### src/rtl/mm_pkg.sv
// Shared defaults and the controller state encoding for the burst memory model.
package mm_pkg;

  localparam int DEF_DATA_W     = 8;
  localparam int DEF_ADDR_W     = 8;
  localparam int DEF_LINE_WORDS = 4;
  localparam int DEF_LAT        = 10;

  typedef enum logic [1:0] {
    IDLE   = 2'd0,
    WAIT   = 2'd1,
    RBURST = 2'd2,
    WBURST = 2'd3
  } mm_state_e;

endpackage

### src/rtl/mm_array.sv
// Word storage: synchronous write port, combinational read port.
module mm_array #(
  parameter int DATA_W = 8,
  parameter int ADDR_W = 8
) (
  input  logic              clk,
  input  logic              we,
  input  logic [ADDR_W-1:0] wr_addr,
  input  logic [DATA_W-1:0] wr_data,
  input  logic [ADDR_W-1:0] rd_addr,
  output logic [DATA_W-1:0] rd_data
);

  // Contents start at zero and are never touched by reset.
  logic [DATA_W-1:0] mem [2**ADDR_W] = '{default: '0};

  always_ff @(posedge clk) begin
    if (we) mem[wr_addr] <= wr_data;
  end

  assign rd_data = mem[rd_addr];

endmodule

### src/rtl/mm_burst.sv
// Line-burst memory model: fixed access latency, then critical-word-first
// read or write beats that wrap inside the aligned line.
//
// state  | meaning
// IDLE   | accepting a request (MMBusy low)
// WAIT   | latency down-counter running, LAT-1 cycles
// RBURST | one read beat per cycle on MemtoCache, MMValid high
// WBURST | one write beat per cycle from CachetoMem, MMWrAck high
module mm_burst
  import mm_pkg::*;
#(
  parameter int DATA_W     = DEF_DATA_W,
  parameter int ADDR_W     = DEF_ADDR_W,
  parameter int LINE_WORDS = DEF_LINE_WORDS,
  parameter int LAT        = DEF_LAT
) (
  input  logic              clk,
  input  logic              reset,
  input  logic              MMRead,
  input  logic              MMWrite,
  input  logic [ADDR_W-1:0] ABUS,
  input  logic [DATA_W-1:0] CachetoMem,
  output logic [DATA_W-1:0] MemtoCache,
  output logic              MMBusy,
  output logic              MMValid,
  output logic              MMWrAck,
  output logic              MMDone
);

  localparam int L     = $clog2(LINE_WORDS);
  localparam int CNT_W = (LAT > 2) ? $clog2(LAT) : 1;
  localparam logic [ADDR_W-1:0] LINE_MASK = ADDR_W'(LINE_WORDS - 1);
  localparam logic [L-1:0]      LAST_BEAT = L'(LINE_WORDS - 1);

  mm_state_e         state_q, state_nxt;
  logic [ADDR_W-1:0] addr_q;
  logic              wr_q;
  logic [CNT_W-1:0]  cnt_q;
  logic [L-1:0]      beat_q;
  logic [DATA_W-1:0] data_q;

  logic              req;
  logic              last_beat;
  logic [ADDR_W-1:0] rd_base;
  logic [L-1:0]      rd_beat;
  logic [ADDR_W-1:0] rd_addr;
  logic [ADDR_W-1:0] wr_addr;
  logic [DATA_W-1:0] rd_data;
  logic              we;

  // Offset bits advance modulo the line; line bits are never carried into.
  function automatic logic [ADDR_W-1:0] beat_addr(input logic [ADDR_W-1:0] base,
                                                  input logic [L-1:0]      k);
    return (base & ~LINE_MASK) | ((base + ADDR_W'(k)) & LINE_MASK);
  endfunction

  assign req       = MMRead | MMWrite;
  assign last_beat = (beat_q == LAST_BEAT);

  always_comb begin
    state_nxt = state_q;
    case (state_q)
      IDLE: begin
        if (req) begin
          if (LAT == 1) state_nxt = MMRead ? RBURST : WBURST;
          else          state_nxt = WAIT;
        end
      end
      WAIT: begin
        if (cnt_q == '0) state_nxt = wr_q ? WBURST : RBURST;
      end
      RBURST, WBURST: begin
        if (last_beat) state_nxt = IDLE;
      end
      default: state_nxt = IDLE;
    endcase
  end

  // The read port is addressed one cycle ahead so MemtoCache can be registered.
  assign rd_base = (state_q == IDLE) ? ABUS : addr_q;
  assign rd_beat = (state_q == RBURST) ? beat_q + L'(1) : '0;
  assign rd_addr = beat_addr(rd_base, rd_beat);
  assign wr_addr = beat_addr(addr_q, beat_q);
  // Reset also suppresses the write of the beat it interrupts.
  assign we      = (state_q == WBURST) && !reset;

  always_ff @(posedge clk) begin
    if (reset) begin
      state_q <= IDLE;
      cnt_q   <= '0;
      beat_q  <= '0;
      data_q  <= '0;
      wr_q    <= 1'b0;
    end else begin
      state_q <= state_nxt;
      if (state_q == IDLE && req) begin
        addr_q <= ABUS;
        wr_q   <= ~MMRead;
        cnt_q  <= (LAT >= 2) ? CNT_W'(LAT - 2) : '0;
      end
      if (state_q == WAIT && cnt_q != '0) cnt_q <= cnt_q - CNT_W'(1);
      if (state_q == RBURST || state_q == WBURST) beat_q <= last_beat ? '0 : beat_q + L'(1);
      if (state_nxt == RBURST) data_q <= rd_data;
    end
  end

  mm_array #(
    .DATA_W(DATA_W),
    .ADDR_W(ADDR_W)
  ) u_array (
    .clk    (clk),
    .we     (we),
    .wr_addr(wr_addr),
    .wr_data(CachetoMem),
    .rd_addr(rd_addr),
    .rd_data(rd_data)
  );

  assign MemtoCache = data_q;
  assign MMBusy     = (state_q != IDLE);
  assign MMValid    = (state_q == RBURST);
  assign MMWrAck    = (state_q == WBURST);
  assign MMDone     = (state_q == RBURST || state_q == WBURST) && last_beat;

endmodule
### config.mk
export PLATFORM = sky130hd
export DESIGN_NAME = mm_burst
export DESIGN_NICKNAME = d
export VERILOG_FILES = /design/src/rtl/mm_pkg.sv /design/src/rtl/mm_array.sv /design/src/rtl/mm_burst.sv
export SDC_FILE = /design/constraint.sdc
export NUM_CORES = 2
export LEC_CHECK = 0
export CAP_MARGIN = 40
export CORE_UTILIZATION = 50
export CTS_CLUSTER_DIAMETER = 60
export DETAILED_ROUTE_END_ITERATION = 10
export PLACE_DENSITY = 0.74
export RECOVER_POWER = 25
export SLEW_MARGIN = 25
export SYNTH_ARGS = -nofsm -noshare
export SYNTH_HDL_FRONTEND = slang
export SYNTH_SLANG_ARGS = --single-unit
### constraint.sdc
create_clock -name clk -period 5.3 [get_ports clk]
set_clock_uncertainty 0.05 [all_clocks]
set_input_delay 0.53 -clock clk [delete_from_list [all_inputs] [get_ports clk]]
set_output_delay 0.53 -clock clk [all_outputs]
set_load 0.005 [all_outputs]
# After elaboration in Yosys (flattened, before gate mapping)
# Memory sizes are Yosys's and may differ from the RTL's. A register that Yosys moved wholly into a read port is not among the register bits.
# Cells that the tools add are included.
# totals
ff_bits	17
mem_bits_rw	2048
input_bits	20
out_inout_bits	12
word_cells	45
mem_count	1
# classes
add_sub_neg	4
n_eq_ne	5
mux	12
bitwise	5
n_reduce_logical	13
# mem_list
memory	words	width	read_ports	rd_ports_with_merged_regs	wr	line_no	text
u_array.mem	256	8	1	1	1	mm_array.sv:15	logic [DATA_W-1:0] mem [2**ADDR_W] = '{default: '0};
# ops
cell	count
$or A8 B2 Y8	2
$mux W2	5
$eq A2 B2 Y1 const B	4
$mux W4	2
$mux W8	1
$pmux W2 S3	1
$add A2 B2 Y2	2
$logic_and A1 B1 Y1	4
$logic_not A4 Y1	1
$reduce_bool A2 Y1	2
$reduce_bool A4 Y1	1
$sub A4 B1 Y4 const B	1
$mux W1	3
$add A2 B1 Y2 const B	1
$eq A2 B1 Y1 const B	1
$logic_not A2 Y1	1
$not A1 Y1	2
$reduce_and A2 Y1	1
$reduce_or A2 Y1	1
$logic_not A1 Y1	1
$logic_or A1 B1 Y1	1
$or A1 B1 Y1	1

# Logic depth before layout (Yosys ltp)
# depth
word_depth	4
ltp_mapped	22
depth_no_buf	15

# By module
# Synthesis repeated with hierarchy kept, for this count alone.
# hier_totals
hier_cells	3836
area_unflattened_um2	80553.5
# by_module_without_submodules
mod	instances	cells_each	area_each_um2	seq_area_each_um2
mm_array	1	3725	79396.1	61499.0
mm_burst	1	111	1157.4	580.6

# Least setup slack after synthesis
# OpenSTA, ideal clock, no wires.
# synth_timing
kind	register -> register
from	register state_q[1]
to	register data_q[5] (netlist: MemtoCache[5]) (read register of u_array.mem)
setup_ns	0.092
arrival_time_ns	4.227
required_time_ns	5.158
setup_slack_ns	0.931
stages_incl_launch_ff	20
path_buffers	9
synth_period_minus_slack_ns	4.369
cell_sequence	dfxtp_1 buf_2 nor2_2 inv_1 clkbuf_1 clkbuf_1 nand2_1 nand2_1 ha_1 buf_2 clkbuf_1 buf_1 buf_2 buf_1 clkbuf_1 a21oi_1 nor3_1 a221oi_1 o311a_1 nor4_1
# synth_between
elab_chain_len	4
word_cells_on_any_way	14
cone_classes	add/sub: 1; eq/ne: 4; mux: 6; bitwise: 1; reduce/logical: 2
# synth_rtl
element	line_no	text
start: declaration	mm_burst.sv:35	mm_state_e state_q, state_nxt;
start signal: assignment	mm_burst.sv:95	state_q <= state_nxt;
$eq A2 B2 Y1 (tied with other cells)	mm_burst.sv:62, mm_burst.sv:81	
$mux W2 (tied with other cells)	mm_burst.sv:81	assign rd_beat = (state_q == RBURST) ? beat_q + L'(1) : '0;
$add A2 B2 Y2 or $pmux W2 S3 (tied branches)	mm_burst.sv:54, mm_burst.sv:62	
$or A8 B2 Y8 or $eq A2 B2 Y1 (tied branches)	mm_burst.sv:54, mm_burst.sv:103	
end: declaration	mm_burst.sv:40	logic [DATA_W-1:0] data_q;
# Several ways; a longest one is shown, not always the timed one.
# A chain may end at the register's enable or synchronous reset.

# Worst setup path in the final report
# layout_timing
from	register state_q[1]
to	register data_q[3] (netlist: MemtoCache[3]) (read register of u_array.mem)
# Same word-level chain as after synthesis.

==> flow_summary.ini <==
[outcome]
status = complete, but fails checks
violations = capacitance limit, slew limit

[timing]
min_period_ns = 5.28
rsz0062_at_grt = false
fin_crit_sh_pct = 99.6
setup_tns_ns = 0
fmax_mhz = 190
relSlewSlack_pct = -259
hold_violations = 0
whs_ns = 0.172
setup_slack_ns = 0.0233
setup_viol = 0
worst_slew_pin_slew_ns = 5.38
slew_violations = 1072

[grt]
grt_pass1_wl_mm = 452
met1_usage_pct = 50.2
grt.met3_usage_pct = 12.7
met2_usage_pct = 54.7
grt_max_degree = 165
grt_antenna_before_repair = 27
busiest_layer = met2
track_usage_pct = 38.2
grt_pass1_vias = 58000
grt_overflow = 0

[routing]
vias_per_cell = 6.95
initialDrtViolationCount = 12200
drc = 0
routed_wl_mm = 331
vias = 63500
drt_first_pass_iters = 10
ant_nets = 0
wire_per_inst_um = 36.2

[logic_synthesis]
syn_avg_cell_area_um2 = 13.4
synthTopCellsByArea = edfxtp_1 73%, nand2_1 6.0%, nand3_1 2.5%
synth_warnings = 0
ys_ff_latch = 2073
ys_async_sr_fraction_pct = 0
synthCells = 6292
synth_most_common_cell = edfxtp_1
synth_top_area_share_pct = 73.2
ys_seq_area_share_pct = 73.6
netlist_area_um2 = 84300
synth-edff-count = 2056
synth_common_cells = 2056 x edfxtp_1, 1349 x nand2_1, 415 x nand3_1
synth-main-ff-cell = edfxtp_1
syn_nets = 6316
yosys.cell_types.count = 84
synth_top_area_cell = edfxtp_1

[place]
dp.final_hpwl_mm = 214
place_ws_ns = 0.0495
gp_congestion = 1.04
io_buffers = 31

[worst_setup_path]
critical_path_class = reg -> reg
crit_required_ns = 6.05
cp.arrival_ns = 6.03
end_kind = flop
setup.worst_path.start_class = flop
path_max_fanout = 19

[floorplanning]
start_util_pct = 50.4
die_area_um2 = 170000
die_h_um = 413
row_count = 150
fp.coreArea_um2 = 167000
fp.dieW_um = 413
io_pins = 32

[power]
power_frac_comb_pct = 29.8
power_switching_mw = 16.8
p_clk_share_pct = 31.5
netSwitchingFraction_pct = 35.8
seqPwrFrac_pct = 38.7
power.leakage_nw = 32.6
internal_power_mw = 30.2
peakVddDrop_v = 0.000458
p_per_area_nw_per_um2 = 479

[cts]
cts_buffers = 207
clock_path_buffers = 3
clock_latency_ns = 0.90
cts_sinks = 2073
cts_tree = yes
cts_htree_levels = 4
root_buffer = clkbuf_16
clk_pin_slew_ns = 0.06

[cells_and_area]
num-fill-cells = 12800
multi_input_area_um2 = 20800
regArea_um2 = 62100
drive_gt1_share_pct = 15.2
postLayoutCoreUtil_pct = 58.7
synthToLayoutAreaGrowth_pct = 16.5
fin_nets = 6771

[run]
cap_violations = 11

[worst_hold_path]
hold_class = in -> reg
==> worst paths after layout <==
check                        startpoint                    endpoint  slack, ns  cells after the start
hold reg to reg   cnt_q[2]$_SDFFE_PP0P_       cnt_q[2]$_SDFFE_PP0P_       0.44                      2
hold / removal                   MMRead           wr_q$_SDFFE_PP0P_       0.17                      2
setup reg to reg  state_q[1]$_SDFF_PP0_  MemtoCache[3]$_SDFFE_PP0N_       0.02                     16
setup / recovery  state_q[1]$_SDFF_PP0_  MemtoCache[3]$_SDFFE_PP0N_       0.02                     16
==> through the flow <==
stage          total power [mW]  area, um2  cells
3_3_place_gp               31.5      90500   8617
4_1_cts                    46.2      98000   9087
3_5_place_dp               31.7      91200   8699
5_1_grt                    47.6      98200   9129
2_1_floorplan              24.8      84300   6292
6_report                   47.0      98200   9139
==> power groups by stage <==
stage               Combinational [mW]  Sequential (mW)  Clock [mW]
floorplan                         6.38             18.4           0
detailed placement                13.2             18.5           0
CTS                               13.2             18.1        14.8
global placement                  13.0             18.5           0
global route                      14.0             18.2        15.4
finish                            14.0             18.2        14.8
==> worst max-delay path, stage by stage (launching register included) <==
cell      delay [ns]
dfxtp_1         0.37
nor2_2          0.34
inv_1           0.10
nand2_1         0.08
nand2_1         0.19
ha_4            0.39
nand2b_1        0.25
nor3_2          0.18
mux2i_4         0.71
buf_4           0.47
o22ai_1         0.18
nor3_1          0.19
o21ai_0         0.11
o211ai_1        0.36
a311oi_1        0.35
or4b_1          0.64
a32oi_1         0.18
==> placed cells by master, fill, tap and decap left out, types with 17 or more instances in the layout <==
cell type / instances
nand3_1: 414
a21oi_1: 123
mux2_2: 27
clkbuf_1: 50
a31oi_1: 193
buf_4: 566
o311ai_0: 17
o22ai_1: 142
nor3_1: 158
dfxtp_1: 17
o2111ai_1: 24
edfxtp_1: 2056
a211oi_1: 34
o211ai_1: 47
clkbuf_16: 208
clkinv_1: 46
nand2_1: 1346
nor2_1: 368
and3_1: 23
clkinv_2: 35
bufinv_16: 20
nand4_1: 66
o21ai_0: 128
a311oi_1: 25
nor4_1: 53
mux2i_1: 180
o221ai_1: 63
a32oi_1: 53
buf_12: 46
==> timing repair <==
action,CTS,global route
hold endpoints to repair,20,0
hold buffers,1,0
gates resized for setup,0,0
setup endpoints to repair,0,1
buffers inserted,0,1
==> area by class of cell <==
cell class                      instances  area share [%]
Tap cell                             2204            2.81
Multi-Input combinational cell       3778            21.1
Clock inverter                        137            1.50
Timing Repair Buffer                  678            5.86
Antenna cell                           10          0.0255
Inverter                                9          0.0344
Clock buffer                          250            5.46
Sequential cell                      2073            63.2
==> cells by family after synthesis <==
kind of cell,after synthesis,share of synthesized area (%)
xor+xnor,4,0.0593
fa+ha+maj,4,0.0593
compound gates,1012,8.28
mux,233,3.02
simple gates,2525,12.8
buf+inv,441,2.18
flops,2073,73.6
==> layer usage <==
metal | up-vias | part of all wire, % | routed length [um]
li1 | 25000 | - | -
met1 | 31100 | 34 | 113000
met2 | 6106 | 42 | 139000
met3 | 1321 | 16 | 52600
met4 | 36 | 7.8 | 25800
met5 | - | 0.067 | 222
==> state kept, by name, indices dropped and copies added, names as in the netlist <==
name / cells
addr_q: 8
MemtoCache: 8
u_array.mem: 2048
wr_q: 1
state_q: 2
beat_q: 2
cnt_q: 4
No activity file was read; power rests on OpenSTA's default activity.
